$ cat src/rtl/lin_pkg.sv
// ----------------------------------------------------------------------------
// lin_pkg
// Shared definitions for the LIN slave controller:
//   - FSM state encoding (plain localparams so legacy code can reuse them)
//   - reserved diagnostic frame IDs
//   - PID parity and response-length-by-ID helpers
// ----------------------------------------------------------------------------
package lin_pkg;

  localparam logic [2:0] ST_INIT    = 3'd0;
  localparam logic [2:0] ST_IDLE    = 3'd1;
  localparam logic [2:0] ST_RX_DATA = 3'd2;
  localparam logic [2:0] ST_RX_CHK  = 3'd3;
  localparam logic [2:0] ST_TX_RESP = 3'd4;
  localparam logic [2:0] ST_SLEEP   = 3'd5;
  localparam logic [2:0] ST_WAKE    = 3'd6;

  localparam logic [5:0] ID_MASTER_REQ = 6'h3C;
  localparam logic [5:0] ID_SLAVE_RESP = 6'h3D;

  // Returns {P1, P0}, i.e. the value expected in pid[7:6].
  function automatic logic [1:0] lin_parity(input logic [5:0] id);
    lin_parity = {~(id[1] ^ id[3] ^ id[4] ^ id[5]),
                    id[0] ^ id[1] ^ id[2] ^ id[4]};
  endfunction

  function automatic logic [3:0] len_for_id(input logic [5:0] id);
    if (id == ID_MASTER_REQ)  len_for_id = 4'd8;
    else if (id < 6'd32)      len_for_id = 4'd2;
    else if (id < 6'd48)      len_for_id = 4'd4;
    else                      len_for_id = 4'd8;
  endfunction

  // Diagnostic frames use the classic checksum (PID not included).
  function automatic logic is_classic_id(input logic [5:0] id);
    is_classic_id = (id == ID_MASTER_REQ) || (id == ID_SLAVE_RESP);
  endfunction

endpackage

$ cat src/rtl/lin_slave_controller_if.sv
// ----------------------------------------------------------------------------
// lin_slave_controller_if
// Frame-level bus between the LIN byte receiver / response transmitter and
// the slave controller.
//   slave  modport : the controller (consumes headers/bytes, emits responses)
//   master modport : the receiver/transmitter side driving the controller
// ----------------------------------------------------------------------------
interface lin_slave_controller_if;
  logic       header_valid;  // pulse: PID byte received after break/sync
  logic [7:0] pid;           // protected identifier, valid with header_valid
  logic       rx_byte_valid; // pulse: data/checksum byte received
  logic [7:0] rx_byte;       // received byte
  logic       tx_done;       // pulse: transmitter finished the response
  logic       tx_start;      // pulse: start transmitting response for resp_id
  logic [5:0] resp_id;       // frame ID being handled
  logic [3:0] resp_len;      // data bytes in the response (2, 4 or 8)
  logic       rx_active;     // high while collecting a subscribed response
  logic       frame_ok;      // pulse: frame completed correctly
  logic       frame_err;     // pulse: parity, checksum, timeout or abort

  modport slave (
    input  header_valid, pid, rx_byte_valid, rx_byte, tx_done,
    output tx_start, resp_id, resp_len, rx_active, frame_ok, frame_err
  );

  modport master (
    output header_valid, pid, rx_byte_valid, rx_byte, tx_done,
    input  tx_start, resp_id, resp_len, rx_active, frame_ok, frame_err
  );
endinterface

$ cat src/rtl/lin_checksum_acc.sv
// ----------------------------------------------------------------------------
// lin_checksum_acc
// Running LIN checksum: 8-bit sum with end-around carry, output inverted.
//   clk, reset : clock, asynchronous active-low reset
//   clear      : load the accumulator with seed (PID or 0)
//   seed       : initial sum value
//   enable     : add data into the running sum
//   data       : byte to accumulate
//   chk        : inverted sum, i.e. the checksum byte expected on the bus
// ----------------------------------------------------------------------------
module lin_checksum_acc (
  input  logic       clk,
  input  logic       reset,
  input  logic       clear,
  input  logic [7:0] seed,
  input  logic       enable,
  input  logic [7:0] data,
  output logic [7:0] chk
);

  logic [7:0] sum_q;
  logic [8:0] raw_sum;

  assign raw_sum = {1'b0, sum_q} + {1'b0, data};

  // Folding the carry back in cannot overflow again (max 0xFE + 1).
  always_ff @(posedge clk or negedge reset) begin
    if (!reset) begin
      sum_q <= 8'h00;
    end else if (clear) begin
      sum_q <= seed;
    end else if (enable) begin
      sum_q <= raw_sum[7:0] + {7'b0, raw_sum[8]};
    end
  end

  assign chk = ~sum_q;

endmodule

$ cat src/rtl/lin_slave_controller.sv
// ----------------------------------------------------------------------------
// lin_slave_controller
// Protocol state machine for a LIN slave node: decides per PID whether to
// publish, subscribe or ignore, checks response checksums, and handles
// init, go-to-sleep, bus-inactivity sleep and wakeup.
//   clk, reset   : clock, asynchronous active-low reset
//   bit_tick     : one-cycle pulse per LIN bit time
//   bus_dominant : synchronized RX level, 1 = dominant
//   local_wake   : application wake request (level)
//   bus          : frame-level handshake (lin_slave_controller_if.slave)
//   sleep_mode   : high in SLEEP
//   wake_drive   : high while driving the wakeup pulse
//   init_finish  : high once INIT has completed (cleared only by reset)
// ----------------------------------------------------------------------------
module lin_slave_controller
  import lin_pkg::*;
#(
  parameter int          INIT_TICKS   = 30,
  parameter int          IDLE_TIMEOUT = 76800,
  parameter int          RESP_TIMEOUT = 140,
  parameter int          WAKE_TICKS   = 8,
  parameter logic [63:0] PUB_MASK     = 64'h0,
  parameter logic [63:0] SUB_MASK     = 64'h0
) (
  input  logic                         clk,
  input  logic                         reset,
  input  logic                         bit_tick,
  input  logic                         bus_dominant,
  input  logic                         local_wake,
  lin_slave_controller_if.slave        bus,
  output logic                         sleep_mode,
  output logic                         wake_drive,
  output logic                         init_finish
);

  localparam int MAX_A    = (INIT_TICKS > IDLE_TIMEOUT) ? INIT_TICKS : IDLE_TIMEOUT;
  localparam int MAX_B    = (RESP_TIMEOUT > WAKE_TICKS) ? RESP_TIMEOUT : WAKE_TICKS;
  localparam int MAX_T    = (MAX_A > MAX_B) ? MAX_A : MAX_B;
  localparam int CNT_W    = $clog2(MAX_T + 1);

  // A limit is "reached" on the tick that would make the count equal it.
  localparam logic [CNT_W-1:0] INIT_LAST = CNT_W'(INIT_TICKS - 1);
  localparam logic [CNT_W-1:0] IDLE_LAST = CNT_W'(IDLE_TIMEOUT - 1);
  localparam logic [CNT_W-1:0] RESP_LAST = CNT_W'(RESP_TIMEOUT - 1);
  localparam logic [CNT_W-1:0] WAKE_LAST = CNT_W'(WAKE_TICKS - 1);
  localparam logic [CNT_W-1:0] CNT_ONE   = CNT_W'(1);

  logic [2:0]       state, state_n;
  logic [CNT_W-1:0] tick_cnt, cnt_n;
  logic [3:0]       byte_idx;
  logic [7:0]       mreq_b0;        // byte 0 of the last master request

  logic             tx_start_q, frame_ok_q, frame_err_q, rx_active_q;
  logic [5:0]       resp_id_q;
  logic [3:0]       resp_len_q;

  logic             tx_start_n, frame_ok_n, frame_err_n;
  logic             hdr_eval, hdr_take, acc_clear, acc_en, resp_to;
  logic [5:0]       hdr_id;
  logic [7:0]       acc_seed, acc_chk;

  assign hdr_id   = bus.pid[5:0];
  assign acc_seed = is_classic_id(hdr_id) ? 8'h00 : bus.pid;
  assign resp_to  = bit_tick && (tick_cnt == RESP_LAST);

  lin_checksum_acc u_chk (
    .clk    (clk),
    .reset  (reset),
    .clear  (acc_clear),
    .seed   (acc_seed),
    .enable (acc_en),
    .data   (bus.rx_byte),
    .chk    (acc_chk)
  );

  // NOTE: every signal gets a default at the top of the block so no path
  // leaves one unassigned, which would otherwise infer a latch.
  always_comb begin
    state_n     = state;
    tx_start_n  = 1'b0;
    frame_ok_n  = 1'b0;
    frame_err_n = 1'b0;
    acc_clear   = 1'b0;
    acc_en      = 1'b0;
    hdr_take    = 1'b0;
    hdr_eval    = bus.header_valid &&
                  (state inside {ST_IDLE, ST_RX_DATA, ST_RX_CHK, ST_TX_RESP});

    case (state)
      ST_INIT: begin
        if (bit_tick && tick_cnt == INIT_LAST) state_n = ST_IDLE;
      end
      ST_IDLE: begin
        if (bit_tick && !bus_dominant && tick_cnt == IDLE_LAST) state_n = ST_SLEEP;
      end
      ST_RX_DATA: begin
        if (bus.rx_byte_valid) begin
          acc_en = 1'b1;
          if (byte_idx == resp_len_q - 4'd1) state_n = ST_RX_CHK;
        end else if (resp_to) begin
          frame_err_n = 1'b1;
          state_n     = ST_IDLE;
        end
      end
      ST_RX_CHK: begin
        if (bus.rx_byte_valid) begin
          state_n = ST_IDLE;
          if (bus.rx_byte == acc_chk) begin
            frame_ok_n = 1'b1;
            if (resp_id_q == ID_MASTER_REQ && mreq_b0 == 8'h00) state_n = ST_SLEEP;
          end else begin
            frame_err_n = 1'b1;
          end
        end else if (resp_to) begin
          frame_err_n = 1'b1;
          state_n     = ST_IDLE;
        end
      end
      ST_TX_RESP: begin
        if (bus.tx_done) begin
          frame_ok_n = 1'b1;
          state_n    = ST_IDLE;
        end else if (resp_to) begin
          frame_err_n = 1'b1;
          state_n     = ST_IDLE;
        end
      end
      ST_SLEEP: begin
        // Bus wakeup has priority over a local request in the same cycle.
        if (bit_tick && bus_dominant) state_n = ST_INIT;
        else if (local_wake)          state_n = ST_WAKE;
      end
      ST_WAKE: begin
        if (bit_tick && tick_cnt == WAKE_LAST) state_n = ST_INIT;
      end
      default: state_n = ST_INIT;
    endcase

    // A header overrides whatever the current frame was doing: the old frame
    // is aborted and the new PID is decoded in this same cycle.
    if (hdr_eval) begin
      state_n     = ST_IDLE;
      acc_en      = 1'b0;
      frame_ok_n  = 1'b0;
      frame_err_n = (state != ST_IDLE);
      if (bus.pid[7:6] != lin_parity(hdr_id)) begin
        frame_err_n = 1'b1;
      end else begin
        hdr_take = 1'b1;
        if (PUB_MASK[hdr_id]) begin
          tx_start_n = 1'b1;
          state_n    = ST_TX_RESP;
        end else if (SUB_MASK[hdr_id] || hdr_id == ID_MASTER_REQ) begin
          acc_clear = 1'b1;
          state_n   = ST_RX_DATA;
        end
      end
    end

    // A newly accepted frame restarts the phase timer even if the state code
    // happens not to change (e.g. subscribe aborted by another subscribe).
    if (state_n != state || hdr_take)            cnt_n = '0;
    else if (state == ST_IDLE && bus_dominant)   cnt_n = '0;
    else if (bit_tick)                           cnt_n = tick_cnt + CNT_ONE;
    else                                         cnt_n = tick_cnt;
  end

  // NOTE: sequential state uses non-blocking assignments so every register
  // samples the pre-edge values, independent of statement order.
  always_ff @(posedge clk or negedge reset) begin
    if (!reset) begin
      state       <= ST_INIT;
      tick_cnt    <= '0;
      byte_idx    <= 4'd0;
      mreq_b0     <= 8'h00;
      tx_start_q  <= 1'b0;
      frame_ok_q  <= 1'b0;
      frame_err_q <= 1'b0;
      rx_active_q <= 1'b0;
      resp_id_q   <= 6'h00;
      resp_len_q  <= 4'd2;
      sleep_mode  <= 1'b0;
      wake_drive  <= 1'b0;
      init_finish <= 1'b0;
    end else begin
      state       <= state_n;
      tick_cnt    <= cnt_n;
      tx_start_q  <= tx_start_n;
      frame_ok_q  <= frame_ok_n;
      frame_err_q <= frame_err_n;
      rx_active_q <= (state_n == ST_RX_DATA) || (state_n == ST_RX_CHK);
      sleep_mode  <= (state_n == ST_SLEEP);
      wake_drive  <= (state_n == ST_WAKE);
      if (state == ST_INIT && state_n == ST_IDLE) init_finish <= 1'b1;

      if (hdr_take) begin
        resp_id_q  <= hdr_id;
        resp_len_q <= len_for_id(hdr_id);
        byte_idx   <= 4'd0;
      end else if (acc_en) begin
        byte_idx <= byte_idx + 4'd1;
      end
      if (acc_en && byte_idx == 4'd0) mreq_b0 <= bus.rx_byte;
    end
  end

  assign bus.tx_start  = tx_start_q;
  assign bus.frame_ok  = frame_ok_q;
  assign bus.frame_err = frame_err_q;
  assign bus.rx_active = rx_active_q;
  assign bus.resp_id   = resp_id_q;
  assign bus.resp_len  = resp_len_q;

endmodule

$ cat src/flat_wrapper.sv
// flat-port wrapper written by rule: the top's interface ports become plain ports
module lin_slave_controller_flat import lin_pkg::*;
#(
  parameter int          INIT_TICKS   = 30,
  parameter int          IDLE_TIMEOUT = 76800,
  parameter int          RESP_TIMEOUT = 140,
  parameter int          WAKE_TICKS   = 8,
  parameter logic [63:0] PUB_MASK     = 64'h0,
  parameter logic [63:0] SUB_MASK     = 64'h0
)
  (clk, reset, bit_tick, bus_dominant, local_wake, sleep_mode, wake_drive, init_finish, bus_header_valid, bus_pid, bus_rx_byte_valid, bus_rx_byte, bus_tx_done, bus_tx_start, bus_resp_id, bus_resp_len, bus_rx_active, bus_frame_ok, bus_frame_err);
  lin_slave_controller_if bus_i ();
  input  logic clk;
  input  logic reset;
  input  logic bit_tick;
  input  logic bus_dominant;
  input  logic local_wake;
  output logic sleep_mode;
  output logic wake_drive;
  output logic init_finish;
  input wire logic [$bits(bus_i.header_valid)-1:0] bus_header_valid;
  input wire logic [$bits(bus_i.pid)-1:0] bus_pid;
  input wire logic [$bits(bus_i.rx_byte_valid)-1:0] bus_rx_byte_valid;
  input wire logic [$bits(bus_i.rx_byte)-1:0] bus_rx_byte;
  input wire logic [$bits(bus_i.tx_done)-1:0] bus_tx_done;
  output wire logic [$bits(bus_i.tx_start)-1:0] bus_tx_start;
  output wire logic [$bits(bus_i.resp_id)-1:0] bus_resp_id;
  output wire logic [$bits(bus_i.resp_len)-1:0] bus_resp_len;
  output wire logic [$bits(bus_i.rx_active)-1:0] bus_rx_active;
  output wire logic [$bits(bus_i.frame_ok)-1:0] bus_frame_ok;
  output wire logic [$bits(bus_i.frame_err)-1:0] bus_frame_err;
  assign bus_i.header_valid = bus_header_valid;
  assign bus_i.pid = bus_pid;
  assign bus_i.rx_byte_valid = bus_rx_byte_valid;
  assign bus_i.rx_byte = bus_rx_byte;
  assign bus_i.tx_done = bus_tx_done;
  assign bus_tx_start = bus_i.tx_start;
  assign bus_resp_id = bus_i.resp_id;
  assign bus_resp_len = bus_i.resp_len;
  assign bus_rx_active = bus_i.rx_active;
  assign bus_frame_ok = bus_i.frame_ok;
  assign bus_frame_err = bus_i.frame_err;
  lin_slave_controller #(.INIT_TICKS(INIT_TICKS), .IDLE_TIMEOUT(IDLE_TIMEOUT), .RESP_TIMEOUT(RESP_TIMEOUT), .WAKE_TICKS(WAKE_TICKS), .PUB_MASK(PUB_MASK), .SUB_MASK(SUB_MASK)) u_core (.clk(clk), .reset(reset), .bit_tick(bit_tick), .bus_dominant(bus_dominant), .local_wake(local_wake), .bus(bus_i), .sleep_mode(sleep_mode), .wake_drive(wake_drive), .init_finish(init_finish));
endmodule
$ cat config.mk
export PLATFORM = sky130hd
export DESIGN_NAME = lin_slave_controller_flat
export DESIGN_NICKNAME = d
export VERILOG_FILES = /design/src/rtl/lin_pkg.sv /design/src/rtl/lin_slave_controller_if.sv /design/src/rtl/lin_checksum_acc.sv /design/src/rtl/lin_slave_controller.sv /design/src/flat_wrapper.sv
export SDC_FILE = /design/constraint.sdc
export NUM_CORES = 1
export LEC_CHECK = 0
export ABC_AREA = 1
export BUFFER_PORTS_ARGS = -buffer_cell sky130_fd_sc_hd__buf_4
export CORE_MARGIN = 2
export CORE_UTILIZATION = 60
export DETAILED_ROUTE_END_ITERATION = 7
export PLACE_DENSITY = 0.81
export RECOVER_POWER = 50
export SYNTH_ARGS = -nofsm -noshare
export SYNTH_HDL_FRONTEND = slang
export SYNTH_HIERARCHICAL = 1
export SYNTH_SLANG_ARGS = --single-unit
$ cat constraint.sdc
create_clock -name clk -period 3.2 [get_ports clk]
set_clock_uncertainty 0.1 [all_clocks]
set_input_delay 0.16 -clock clk [delete_from_list [all_inputs] [get_ports clk]]
set_output_delay 0.16 -clock clk [all_outputs]
set_load 0.01 [all_outputs]
==> impl_metrics.py <==
metrics = {
    "logic_synthesis": {
        "synth_top_family_by_area": "simple AND/OR/NAND/NOR gates",
        "syn_avg_cell_area_um2": 6.87,
        "yosys.area_share.simple_pct": 36.7,
        "yosysSeqAreaShare_pct": 33.9,
        "synth_cell_type_count": 43,
        "synth_flop_cell": "dfrtp_1",
        "synth-edff-count": 0,
        "yosys.area.top_type": "dfrtp_1",
        "synthTopCellsByCount": "nand2_1, inv_1, nor2_1, dfrtp_1, nand3_1",
        "synth-adder-area-share_pct": 6.03,
        "synthMuxAreaShare_pct": 1.11,
        "synth_area_leaders": "dfrtp_1, nand2_1, inv_1",
        "synthCells": 592,
        "synth_compound_area_share_pct": 7.54,
        "syn_area_um2": 4070,
        "synth_most_common_cell": "nand2_1",
        "ys_async_sr_fraction_pct": 100,
        "yosysWarnings": 6,
        "yosysTopAreaCellShare_pct": 33.2,
        "ys_ff_latch": 55,
        "synth_xor_area_share_pct": 4.09,
    },
    "floorplanning": {
        "ios": 41,
        "die-area_um2": 7450,
        "die_h_um": 86.3,
        "die_w_um": 86.3,
        "start_util_pct": 60.9,
        "core_um2": 6680,
        "rows": 30,
    },
    "sta": {
        "period_needed_ps": 2680,
        "hold_viol": 0,
        "holdWs_ps": 17.4,
        "setup_tns_ps": 0,
        "worst_pin_slew_ps": 1330,
        "max_freq_ghz": 0.374,
        "setup_viol": 0,
        "finalCritPeriodShare_pct": 83.6,
        "rsz0062_at_grt": "false",
        "maxSlewViolCount": 0,
        "max_slew_margin_pct": 11.2,
    },
    "final_layout": {
        "fillCellCount": 608,
        "syn_to_final_growth_pct": 10.9,
        "final-instance-count-excl-fill": 713,
        "nets": 675,
        "multi_input_area_um2": 2260,
        "num_antenna_cells": 0,
        "ff_latch_area_um2": 1380,
        "drive_above_1_share_pct": 10.1,
    },
    "clock_tree": {
        "cts_tree": "done",
        "clk-insertion-delay-late_ps": 320,
        "holdBufCountCts": 4,
        "cts.repair.resized": 0,
        "clock_path_buffers": 2,
        "clkSinkCount": 55,
        "root_buffer": "clkbuf_8",
        "numCtsBuffers": 5,
        "clkTransAtPathRegs_ps": 100,
        "cts_setup_buffers": 0,
        "htree_levels": 2,
    },
    "grt": {
        "grt_max_degree": 56,
        "antenna_found_initial": 0,
        "grt_overflow": 0,
        "grt_usage_pct": 27.5,
        "grt_pass1_wl_um": 16600,
        "grt_pass1_vias": 3634,
    },
    "worst_setup_path": {
        "start_kind": "register",
        "arrival_ps": 2820,
        "worstPathCellList": "inv_2 > nand3_1 > nand2_2 > o21ai_4 > inv_2 > a21oi_2 > nand2_1 > nand3_1 > nand2_1 > nor2_4 > nand3_2 > nor2_1",
        "required_ps": 3350,
        "endpoint_kind": "register",
        "reg2reg_depth": 12,
        "r2r-end": "u_core/tick_cnt[7]$_DFFE_PN0P_",
        "path_class": "reg -> reg",
        "slowest_stage": "dfrtp_1",
        "cp_max_fo": 23,
        "reg2reg_slack_ps": 520,
        "timing.rr.start": "u_core/state[2]$_DFF_PN0_",
        "slowest_delay_ps": 590,
    },
    "detailed_routing": {
        "drt_iter0_drc": 282,
        "postRouteAntennaNets": 0,
        "drt-total-wl_um": 9850,
        "firstDrtPassIters": 5,
        "wl_per_cell_um": 13.8,
        "drc_errors": 0,
        "vias": 3955,
        "avgViaCountPerCell": 5.55,
    },
    "run": {
        "maxCapViolations": 0,
    },
    "place": {
        "port_buffers": 38,
        "dp_hpwl_um": 7680,
        "gp_congestion": 1.01,
        "dpl.cell_count": 701,
    },
    "hold_path": {
        "min_to": "u_core/mreq_b0[1]$_DFFE_PN0P_",
        "hold_path_depth": 3,
        "min_path_type": "in -> reg",
        "min_from": "bus_rx_byte[1]",
    },
    "pwr": {
        "ir_worst_vdd_v": 0.000440,
        "pwr_density_cell_nw_per_um2": 698,
        "total_power_mw": 3.15,
        "p_leak_nw": 2.40,
    },
    "status": {
        "outcome": "completed",
    },
}
-- how the worst max path moves through the flow --
stage / startpoint / to / depth (start not counted)
finish: u_core/state[2]$_DFF_PN0_ / u_core/tick_cnt[7]$_DFFE_PN0P_ / 12
global route: bus_rx_byte[4] / u_core/u_chk/sum_q[7]$_DFFE_PN0P_ / 18
CTS: u_core/state[2]$_DFF_PN0_ / u_core/tick_cnt[7]$_DFFE_PN0P_ / 12
detailed placement: u_core/state[2]$_DFF_PN0_ / u_core/tick_cnt[7]$_DFFE_PN0P_ / 12
global placement: u_core/state[2]$_DFF_PN0_ / u_core/tick_cnt[15]$_DFFE_PN0P_ / 12
floorplan: u_core/u_chk/sum_q[0]$_DFFE_PN0P_ / u_core/u_chk/sum_q[7]$_DFFE_PN0P_ / 15
-- layer usage --
metal / vias to the layer above / share of wire [%] / GRT usage, %
met1: 1785 / 44 / 37.7
met3: 17 / 7.6 / 4.57
li1: 1987 / - / -
met4: 0 / 1.6 / 8.24
met5: - / 0 / 0
met2: 166 / 47 / 45.0
-- registers in the layout, summed over array words and instances (netlist names) --
register,flops
u_core/bus.frame_err,1
u_core/bus.frame_ok,1
u_core/bus.resp_id,6
u_core/bus.resp_len,3
u_core/bus.rx_active,1
u_core/byte_idx,4
u_core/init_finish,1
u_core/mreq_b0,8
u_core/sleep_mode,1
u_core/state,3
u_core/tick_cnt,17
u_core/u_chk/sum_q,8
u_core/wake_drive,1
-- metrics by stage --
stage	setup slack, ps	utilization (%)	cell area [um2]
after floorplan	920	-	4070
after global placement	729	65.9	4400
after detailed placement	596	65.9	4400
after CTS	567	67.9	4540
after global routing	270	67.5	4510
final	523	67.5	4510
-- kinds of logic after synthesis --
kind of cell | Yosys count
and+or+nand+nor | 337
buffers and inverters | 107
DFF | 55
AOI/OAI and AO/OA | 50
adders and majority gates | 19
xor gates and xnor gates | 19
muxes | 4
other | 1
-- cell type report --
type,count,share of cell area [%]
tap,80,2.22
sequential,55,30.5
multi-input combinational,431,50.2
inverter,94,7.82
clock buffer,6,1.83
timing repair buffer,45,7.07
clock inverter,2,0.361
-- cells in the final DEF (no fill, tap or decap), types with 10 or more instances in the layout --
cell | netlist | final
nor2_1 | 86 | 86
dfrtp_1 | 54 | 54
ha_1 | 18 | 18
o21ai_0 | 19 | 19
a21oi_1 | 15 | 15
nand4_1 | 34 | 34
nand3_1 | 48 | 48
buf_4 | 2 | 33
xor2_1 | 11 | 11
inv_1 | 87 | 87
nand2_1 | 141 | 141
nor3_1 | 10 | 10
-- worst max-delay path, delay by kind of cell (launching register included) --
family | cells | cell delay, ps
buffers and inverters | 2 | 190
AND/OR/NAND/NOR | 8 | 1320
AO/OA/AOI/OAI | 2 | 390
flip-flops | 1 | 590
-- where the power goes --
group	leakage, nW	total (mW)	switching, mW	internal, mW
registers	0.711	1.07	0.178	0.896
clock network	0.0474	0.415	0.238	0.177
logic	1.64	1.66	1.06	0.598
total	2.40	3.15	1.48	1.67
(Power assumes the default switching activity.)
